File: config.mk
export PLATFORM = sky130hd
export DESIGN_NAME = or1k_mpsoc_boot_ctrl
export DESIGN_NICKNAME = d
export VERILOG_FILES = /design/src/rtl/or1k_boot_pkg.sv /design/src/rtl/or1k_boot_wb_clr.sv /design/src/rtl/or1k_mpsoc_boot_ctrl.sv
export SDC_FILE = /design/constraint.sdc
export NUM_CORES = 1
export LEC_CHECK = 0
export BUFFER_PORTS_ARGS = -buffer_cell sky130_fd_sc_hd__buf_2
export CAP_MARGIN = 20
export CORE_ASPECT_RATIO = 1.25
export CORE_MARGIN = 4
export CORE_UTILIZATION = 40
export CTS_CLUSTER_SIZE = 12
export DETAILED_ROUTE_END_ITERATION = 12
export PLACE_DENSITY = 0.68
export REMOVE_ABC_BUFFERS = 1
export SETUP_SLACK_MARGIN = 0.15
export SKIP_LAST_GASP = 1
export SLEW_MARGIN = 20
export SYNTH_ARGS = -nofsm -noshare
export SYNTH_HDL_FRONTEND = slang
export SYNTH_SLANG_ARGS = --single-unit
File: constraint.sdc
create_clock -name wb_clk_i -period 13.4 [get_ports wb_clk_i]
set_clock_uncertainty 0.2 [all_clocks]
set_input_delay 2.68 -clock wb_clk_i [delete_from_list [all_inputs] [get_ports wb_clk_i]]
set_output_delay 2.68 -clock wb_clk_i [all_outputs]
set_load 0.02 [all_outputs]
File: src/rtl/or1k_boot_pkg.sv
// Shared types and constants for the OR1K MPSoC boot sequencer.
package or1k_boot_pkg;

  typedef enum logic [2:0] {
    HOLD,
    CLR,
    REL,
    RUN,
    RB_HOLD,
    RB_CLR
  } boot_state_t;

  localparam logic [2:0] CTI_CLASSIC = 3'b000;
  localparam logic [1:0] BTE_LINEAR  = 2'b00;

  // Linear core index of core t in tile (x,y,z) of an X*Y*Z mesh.
  function automatic int unsigned ch_index(input int unsigned x, input int unsigned y,
                                           input int unsigned z, input int unsigned t,
                                           input int unsigned ny, input int unsigned nz,
                                           input int unsigned cpt);
    return ((x * ny + y) * nz + z) * cpt + t;
  endfunction

endpackage

File: src/rtl/or1k_boot_wb_clr.sv
// Zero-fill engine: writes 'words' zero words to one memory channel over a
// classic Wishbone master, then reports done (and fail on a bus error).
module or1k_boot_wb_clr
  import or1k_boot_pkg::*;
#(
  parameter int AW = 32,
  parameter int DW = 32,
  parameter int CW = 1
) (
  input  logic          clk,
  input  logic          rst,
  input  logic          start,
  input  logic [CW-1:0] ch,
  input  logic [31:0]   words,
  input  logic          ack,
  input  logic          err,
  output logic          cyc,
  output logic          stb,
  output logic          we,
  output logic [CW-1:0] ch_o,
  output logic [AW-1:0] adr,
  output logic          done,
  output logic          fail
);

  logic        active;
  logic [31:0] wcnt;
  logic        last;

  // A bus error ends the channel early; ack+err together counts as error.
  assign last = (wcnt == words - 32'd1);
  assign done = active & (err | (ack & last));
  assign fail = active & err;

  assign cyc  = active;
  assign stb  = active;
  assign we   = active;
  assign ch_o = ch;

  // Word sequencer: stb stays high across acks, drops after the final word.
  always_ff @(posedge clk or posedge rst) begin
    if (rst) begin
      active <= 1'b0;
      wcnt   <= '0;
      adr    <= '0;
    end else if (!active) begin
      if (start) begin
        active <= 1'b1;
        wcnt   <= '0;
        adr    <= '0;
      end
    end else if (done) begin
      active <= 1'b0;
      wcnt   <= '0;
      adr    <= '0;
    end else if (ack) begin
      wcnt <= wcnt + 32'd1;
      adr  <= adr + AW'(DW / 8);
    end
  end

endmodule

File: src/rtl/or1k_mpsoc_boot_ctrl.sv
// Boot sequencer: holds all core resets, optionally zero-fills every core's
// local memory, releases cores in a staggered order, then serves reboots.
module or1k_mpsoc_boot_ctrl
  import or1k_boot_pkg::*;
#(
  parameter int          X              = 2,
  parameter int          Y              = 2,
  parameter int          Z              = 2,
  parameter int          CORES_PER_TILE = 2,
  parameter logic [31:0] MEM_SIZE       = 32'h02000000,
  parameter int          AW             = 32,
  parameter int          DW             = 32,
  parameter int          RST_HOLD       = 16,
  parameter int          STAGGER        = 4,
  localparam int         N              = X * Y * Z * CORES_PER_TILE,
  localparam int         CW             = (N > 1) ? $clog2(N) : 1
) (
  input  logic            wb_clk_i,
  input  logic            wb_rst_i,
  input  logic            clear_i,
  input  logic [N-1:0]    reboot_i,
  output logic [N-1:0]    core_rst_o,
  output logic [CW-1:0]   wbm_ch_o,
  output logic [AW-1:0]   wbm_adr_o,
  output logic [DW-1:0]   wbm_dat_o,
  output logic [DW/8-1:0] wbm_sel_o,
  output logic            wbm_we_o,
  output logic            wbm_cyc_o,
  output logic            wbm_stb_o,
  output logic [2:0]      wbm_cti_o,
  output logic [1:0]      wbm_bte_o,
  input  logic            wbm_ack_i,
  input  logic            wbm_err_i,
  output logic            busy_o,
  output logic            done_o,
  output logic            err_o
);

  localparam logic [31:0]   WORDS     = MEM_SIZE / 32'(DW / 8);
  localparam logic [31:0]   HOLD_LAST = 32'(RST_HOLD - 1);
  localparam logic [31:0]   STG_LAST  = 32'(STAGGER - 1);
  localparam logic [CW-1:0] LAST_CH   = CW'(N - 1);

  boot_state_t   state, state_d;
  logic [31:0]   cnt, cnt_d;
  logic [CW-1:0] ch, ch_d;
  logic [CW-1:0] rel_idx, rel_d;
  logic [N-1:0]  core_rst, core_rst_d;
  logic [N-1:0]  pending, pend_d;
  logic          done_q, done_d;
  logic          err_q, err_d;
  logic          hold_start, rel_enter;
  logic [CW-1:0] pick;
  logic          eng_start, eng_cyc, eng_done, eng_fail;

  function automatic logic [CW-1:0] lowest_set(input logic [N-1:0] v);
    lowest_set = '0;
    for (int i = N - 1; i >= 0; i--) begin
      if (v[i]) lowest_set = CW'(i);
    end
  endfunction

  // Start the engine on hold exit, and again in the idle gap between channels.
  assign eng_start = hold_start | (((state == CLR) | (state == RB_CLR)) & ~eng_cyc);

  or1k_boot_wb_clr #(.AW(AW), .DW(DW), .CW(CW)) u_clr (
    .clk   (wb_clk_i),
    .rst   (wb_rst_i),
    .start (eng_start),
    .ch    (ch),
    .words (WORDS),
    .ack   (wbm_ack_i),
    .err   (wbm_err_i),
    .cyc   (eng_cyc),
    .stb   (wbm_stb_o),
    .we    (wbm_we_o),
    .ch_o  (wbm_ch_o),
    .adr   (wbm_adr_o),
    .done  (eng_done),
    .fail  (eng_fail)
  );

  assign wbm_cyc_o  = eng_cyc;
  assign wbm_dat_o  = '0;
  assign wbm_sel_o  = '1;
  assign wbm_cti_o  = CTI_CLASSIC;
  assign wbm_bte_o  = BTE_LINEAR;
  assign core_rst_o = core_rst;
  assign busy_o     = (state != RUN);
  assign done_o     = done_q;
  assign err_o      = err_q;

  // State and sequencer registers.
  always_ff @(posedge wb_clk_i or posedge wb_rst_i) begin
    if (wb_rst_i) begin
      state    <= HOLD;
      cnt      <= '0;
      ch       <= '0;
      rel_idx  <= '0;
      core_rst <= '1;
      pending  <= '0;
      done_q   <= 1'b0;
      err_q    <= 1'b0;
    end else begin
      state    <= state_d;
      cnt      <= cnt_d;
      ch       <= ch_d;
      rel_idx  <= rel_d;
      core_rst <= core_rst_d;
      pending  <= pend_d;
      done_q   <= done_d;
      err_q    <= err_d;
    end
  end

  // Next-state: hold, clear, staggered release, then reboot servicing.
  always_comb begin
    state_d    = state;
    cnt_d      = cnt;
    ch_d       = ch;
    rel_d      = rel_idx;
    core_rst_d = core_rst;
    pend_d     = pending | (reboot_i & ~core_rst);
    done_d     = done_q;
    err_d      = err_q;
    hold_start = 1'b0;
    rel_enter  = 1'b0;
    pick       = lowest_set(pending);
    case (state)
      HOLD, RB_HOLD: begin
        if (cnt == HOLD_LAST) begin
          cnt_d = '0;
          if (clear_i) begin
            hold_start = 1'b1;
            if (state == HOLD) begin
              state_d = CLR;
              ch_d    = '0;
            end else begin
              state_d = RB_CLR;
            end
          end else if (state == HOLD) begin
            rel_enter = 1'b1;
          end else begin
            core_rst_d[ch] = 1'b0;
            state_d        = RUN;
          end
        end else begin
          cnt_d = cnt + 32'd1;
        end
      end
      CLR: begin
        if (eng_done) begin
          if (eng_fail) err_d = 1'b1;
          if (ch == LAST_CH) rel_enter = 1'b1;
          else ch_d = ch + CW'(1);
        end
      end
      REL: begin
        if (cnt == STG_LAST) begin
          cnt_d               = '0;
          core_rst_d[rel_idx] = 1'b0;
          if (rel_idx == LAST_CH) begin
            done_d  = 1'b1;
            state_d = RUN;
          end else begin
            rel_d = rel_idx + CW'(1);
          end
        end else begin
          cnt_d = cnt + 32'd1;
        end
      end
      RUN: begin
        if (|pending) begin
          pend_d[pick]     = 1'b0;
          core_rst_d[pick] = 1'b1;
          ch_d             = pick;
          cnt_d            = '0;
          state_d          = RB_HOLD;
        end
      end
      RB_CLR: begin
        if (eng_done) begin
          if (eng_fail) err_d = 1'b1;
          core_rst_d[ch] = 1'b0;
          state_d        = RUN;
        end
      end
      default: state_d = HOLD;
    endcase
    // Core 0 leaves reset in the first release cycle.
    if (rel_enter) begin
      core_rst_d[0] = 1'b0;
      cnt_d         = '0;
      rel_d         = CW'(1);
      if (N == 1) begin
        done_d  = 1'b1;
        state_d = RUN;
      end else begin
        state_d = REL;
      end
    end
  end

endmodule

==> results.tsv, run 1 <==
metric	value	unit
GRT overflow	0	
CTS H-Tree Depth	4	
Critical Path Start	wbm_ack_i	
setup violators final	0	
cell area after layout	9230	sq um
Arr. time, crit path	4.86	ns
status	completed	
vias per cell	5.39	
Routed met2 length	9.32	mm
Initial DRC Count	497	
ys flop type	dfrtp_1	
DIE HEIGHT	168	um
Int Power	0.818	mW
Comb pwr share	29.1	%
commonest cells after routing, fill and taps aside	nor2_1 (125), dfrtp_1 (124), a21oi_1 (77)	
Peak supply drop	0.000113	V
drt pass-1 iters	5	
worst hold path startpoint	done_o	
CTS Buffer Depth	2	
multi-input logic area	4210	sq um
Yosys cell types	70	
synth warn	0	
fmax	0.212	GHz
Worst-Margin Slew	1.06	ns
Post-DP Area	8640	sq um
die area	22900	sq um
Starting Density	40.7	%
PD cells	148	nW/um^2
met1 WL	8.36	mm
io pins	120	
P&R area growth vs syn	12.3	%
Final min period	4.72	ns
FF/Latch Area	3520	sq um
buffers added on ports	76	
worst path buffer plus inverter count	1	
worst r2r src	cnt[17]	
number of hold buffers added after cts	0	
CTS tree	done	
Via Count	6767	
RSZ-0062 raised after global routing	no	
NetSw	0.547	mW
MaxCap Viol Count	0	
Tcrit/Tclk final	35.3	%
clk_lat worst skew	0.43	ns
worst slack, placed	8.32	ns
WP data required	13.54	ns
max-slew violations	0	
post-DP HPWL	13.4	mm
routability cong.	0.871	
clk sink count	140	
met3 wire len	1.19	mm
r2r setup slk	10.25	ns
DR DRC count	0	
top layer in use	met4	
antenna violations before repair	0	
mapped cell area	8220	sq um
HP Class	reg2reg	
most common cell after layout, fill and taps aside	nor2_1	
Mapped Avg Cell Area	9.09	sq um
CP cell instances	buf_2, nor2b_1, and4_1, nand4_1, a211oi_2, and3_1, a21o_1, o21ai_0	
Slowest-stage cell, CP	and3_1	
kind of critical path	in2reg	
vias in the first global route	6367	
Die W	136	um
first-pass GRT wire length	32.0	mm
overall routing resource usage	17.0	%
Seq/Total Area, Yosys	42.9	%
post-cts sizing count	0	
Avg WL per Cell	15.3	um
CP max FO	16	
ant diodes	0	
critical path's top delay family	simple AND/OR/NAND/NOR gates	
Post-Synthesis Cells	904	
Inserted Clock Buffers	17	
Switching Share	40.1	%
FP Rows	58	
Worst slew margin	29.0	%
Clk pwr share	33.0	%
ratio of cells with drive above 1 in the final layout	16.9	%
Seq pwr share	38.0	%
Leakage Power	3.99	nW
Post-synth EDFFs	0	
pin count of the biggest net entering global routing	80	
total power	1.37	mW
ys async rst share	100	%
nets	1004	
CP max stage delay	0.62	ns
crit path launch type	input port	
final core occ	45.8	%
clock-pin slew on the worst setup and hold paths	0.07	ns
ANT nets after route	0	
# Post-CTS Setup Buffers	0	
#FFs+latches synth	140	
final worst setup slack	8.68	ns
Final Hold Viols	0	
fill count	1997	
CTS root buf	clkbuf_16	
total wire length	19.3	mm
core region area	20200	sq um
setup_tns	0	ns
CP endpoint kind	flip-flop	
[Yosys cell counts (12+ instances only)]
cell,n,area share [%]
nor2_1,125,5.7
dfrtp_1,124,38
a21oi_1,77,4.7
nand2_1,61,2.8
buf_4,48,4.4
inv_1,42,1.9
xnor2_1,42,4.5
nand3_1,40,2.4
xor2_1,36,3.8
nand4_1,27,2.1
o21ai_0,27,1.6
nor3_1,23,1.4
and3_1,20,1.5
or3_1,17,1.3
dfstp_2,16,5.1
nor4_1,15,1.1
a221o_1,13,1.6
clkbuf_1,12,0.55
[path summary, 6_finish.rpt]
| check | to | depth (start not counted) |
|---|---|---|
| max | core_rst_o[15] | 8 |
| max in group asynchronous | core_rst_o[14] | 4 |
| min | done_o | 1 |
| max reg2reg | u_clr.adr[22] | 7 |
| min in group asynchronous | cnt[27] | 2 |
| min reg2reg | done_o | 1 |
[routing by layer]
metal | global-route usage, % | up-vias
li1 | - | 3227
met1 | 22.7 | 3259
met2 | 27.4 | 248
met3 | 3.53 | 33
met4 | 6.14 | 0
met5 | 0 | -
[registers in the layout (all words and copies together) (netlist names), 3 cells and up]
signal and cells:
u_clr.adr 30, u_clr.wcnt 32, ch 4, core_rst_o 16, pending 16, cnt 32
state 3, rel_idx 4
[layout make-up]
| class | instances | share of cell area (%) |
|---|---|---|
| inverters | 42 | 1.76 |
| repair buffers | 81 | 4.74 |
| clock inverters | 15 | 1.41 |
| flip-flops and latches | 140 | 38.2 |
| clock buffers | 17 | 4.61 |
| multi-input cells | 690 | 45.6 |
| well taps | 270 | 3.66 |
[power groups by stage]
stage	clock network [mW]	logic, mW	registers, mW
after CTS	0.461	0.396	0.517
after global routing	0.478	0.441	0.526
final	0.450	0.397	0.519
after floorplan	0	0.256	0.526
after detailed placement	0	0.395	0.524
after global placement	0	0.390	0.524
[worst reg2reg max path: stages, from the launching register on]
cell     delay (ns)
dfrtp_1        0.42
nor4_1         0.32
and4_1         0.34
and4_1         0.28
o21a_1         0.67
nand4_2        0.30
or3_1          0.41
a21oi_1        0.14
[metrics by stage]
stage                     hold WS (ns)  instances
final                            0.271       1255
after global routing             0.305       1255
after CTS                        0.282       1254
after detailed placement         0.266       1222
after global placement           0.269       1222
after floorplan                  0.285        872
[kinds of logic after synthesis]
logic type / synth area share (%)
flip-flops: 42.9
buffers and inverters: 7.93
AO/OA/AOI/OAI: 13.0
other: 0.0914
adder cells (fa/ha/maj): 1.67
multiplexers: 0.609
AND/OR/NAND/NOR: 25.5
XOR/XNOR: 8.31
Note: power is estimated with default switching activity, not from simulation.
==> run 2, diff against run 1 <==
PLACE_DENSITY = 0.71   (was 0.68)
clock period = 4.1 ns   (was 13.4 ns; I/O delays follow)
==> results.tsv, run 2 (synthesis gave the netlist of run 1 again) <==
metric	value	unit	change
status	completed		
DR DRC count	0		unchanged
RSZ-0062 raised after global routing	no		
clock-pin slew on the worst setup and hold paths	0.06	ns	about the same
setup_tns	0	ns	unchanged
HP Class	reg2reg		
Slowest-stage cell, CP	dfrtp_1		
fill count	1948		-2.5%
post-DP HPWL	13.8	mm	+3.0%
post-cts sizing count	0		unchanged
max-slew violations	0		unchanged
WHS	0.271	ns	+0.000228 ns
ratio of cells with drive above 1 in the final layout	17.0	%	+0.15 points
Die W	136	um	unchanged
drt pass-1 iters	5		unchanged
PD cells	489	nW/um^2	+230%
Peak supply drop	0.000394	V	+250%
first-pass GRT wire length	33.0	mm	+3.0%
GRT overflow	0		unchanged
commonest cells after routing, fill and taps aside	nor2_1 (125), dfrtp_1 (124), a21oi_1 (77)		
CTS root buf	clkbuf_16		
io pins	120		unchanged
total wire length	19.9	mm	+3.4%
# Post-CTS Setup Buffers	0		unchanged
buffers added on ports	76		unchanged
routability cong.	0.932		+7.0%
Via Count	6769		+0.030%
CP cell instances	and3b_1, nand2_1, o211a_2, o311ai_4, nor3_1, xnor2_1, nor2_1		
vias in the first global route	6611		+3.8%
nets	1007		+0.30%
P&R area growth vs syn	12.5	%	
ant diodes	0		unchanged
Arr. time, crit path	3.16	ns	-1.70 ns
CP max FO	19		+3
WP data required	4.20	ns	-9.34 ns
die area	22900	sq um	unchanged
Avg WL per Cell	15.8	um	+3.1%
Inserted Clock Buffers	17		unchanged
CTS tree	done		
crit path launch type	flip-flop		
Worst-Margin Slew	0.899	ns	-0.156 ns
Final min period	3.06	ns	
CTS Buffer Depth	2		unchanged
CP endpoint kind	flip-flop		
Final Hold Viols	0		unchanged
Leakage Power	4.01	nW	+0.69%
CP max stage delay	0.67	ns	+0.05 ns
overall routing resource usage	17.5	%	+0.42 points
Worst slew margin	40.0	%	+11 points
Tcrit/Tclk final	74.7	%	
kind of critical path	reg2reg		
vias per cell	5.38		-0.21%
clk sink count	140		unchanged
MaxCap Viol Count	0		unchanged
Initial DRC Count	470		-5.4%
FP Rows	58		unchanged
antenna violations before repair	0		unchanged
CTS H-Tree Depth	4		unchanged
most common cell after layout, fill and taps aside	nor2_1		
clk_lat worst skew	0.43	ns	about the same
critical path's top delay family	compound AO/OA/AOI/OAI gates		
DIE HEIGHT	168	um	unchanged
worst path buffer plus inverter count	0		-1
pin count of the biggest net entering global routing	96		+20%
number of hold buffers added after cts	0		unchanged
largest registers	cnt: 32 flops, u_clr.wcnt: 32 flops, u_clr.adr: 30 flops		
fmax	0.327	GHz	
multi-input logic area	4210	sq um	-0.12%
ANT nets after route	0		unchanged
setup violators final	0		unchanged
Starting Density	40.7	%	unchanged
core region area	20200	sq um	unchanged
FF/Latch Area	3520	sq um	unchanged
[run 2: changes by cell type in the layout (fill, tap and decap cells not counted), moves of 2 or more]
| cell | before | now |
|---|---|---|
| clkinvlp_4 | 4 | 1 |
| clkinv_4 | 1 | 6 |
| inv_8 | 3 | 0 |
| clkinv_2 | 1 | 3 |
| inv_6 | 7 | 5 |
| buf_4 | 4 | 7 |
[run 2: power breakdown]
| group | switching [mW] | internal, mW |
|---|---|---|
| Clock | 0.647 | 0.843 |
| Combinational | 0.932 | 0.397 |
| Sequential | 0.200 | 1.50 |
| Total | 1.78 | 2.74 |
[run 2: path summary, 6_finish.rpt]
path	startpoint	endpoint	slack [ns]	depth (start not counted)
min reg2reg	done_o	done_o	0.27	1
min in group asynchronous	wb_rst_i	cnt[26]	0.37	2
max	state[1]	cnt[29]	1.04	7
max in group asynchronous	wb_rst_i	u_clr.wcnt[24]	2.59	3
max reg2reg	state[1]	cnt[29]	1.04	7
min	done_o	done_o	0.27	1
[run 2: area by class of cell]
class	instances	area share (%)
Multi-Input combinational cell	690	45.5
Sequential cell	140	38.1
Timing Repair Buffer	84	4.90
Clock buffer	17	4.60
Tap cell	270	3.65
Inverter	42	1.76
Clock inverter	15	1.51
[run 2: per-stage QoR]
step | util [%] | power [mW] | setup WS, ns | cells | cell area (sq um)
after global placement | 43.0 | 3.01 | 1.10 | 1226 | 8680
final | 45.9 | 4.52 | 1.04 | 1258 | 9250
after global routing | 45.9 | 4.77 | 0.853 | 1258 | 9250
after floorplan | - | 2.56 | -0.646 | 872 | 7880
after CTS | 45.9 | 4.54 | 1.06 | 1258 | 9250
after detailed placement | 43.0 | 3.03 | 1.01 | 1226 | 8680
[run 2: per-layer routing]
metal	wire length (um)	vias up	global-route usage, %
met1	8810	3273	23.2
met5	0	-	0
met4	494	0	6.62
li1	-	3230	-
met2	9530	226	28.0
met3	1070	40	3.56
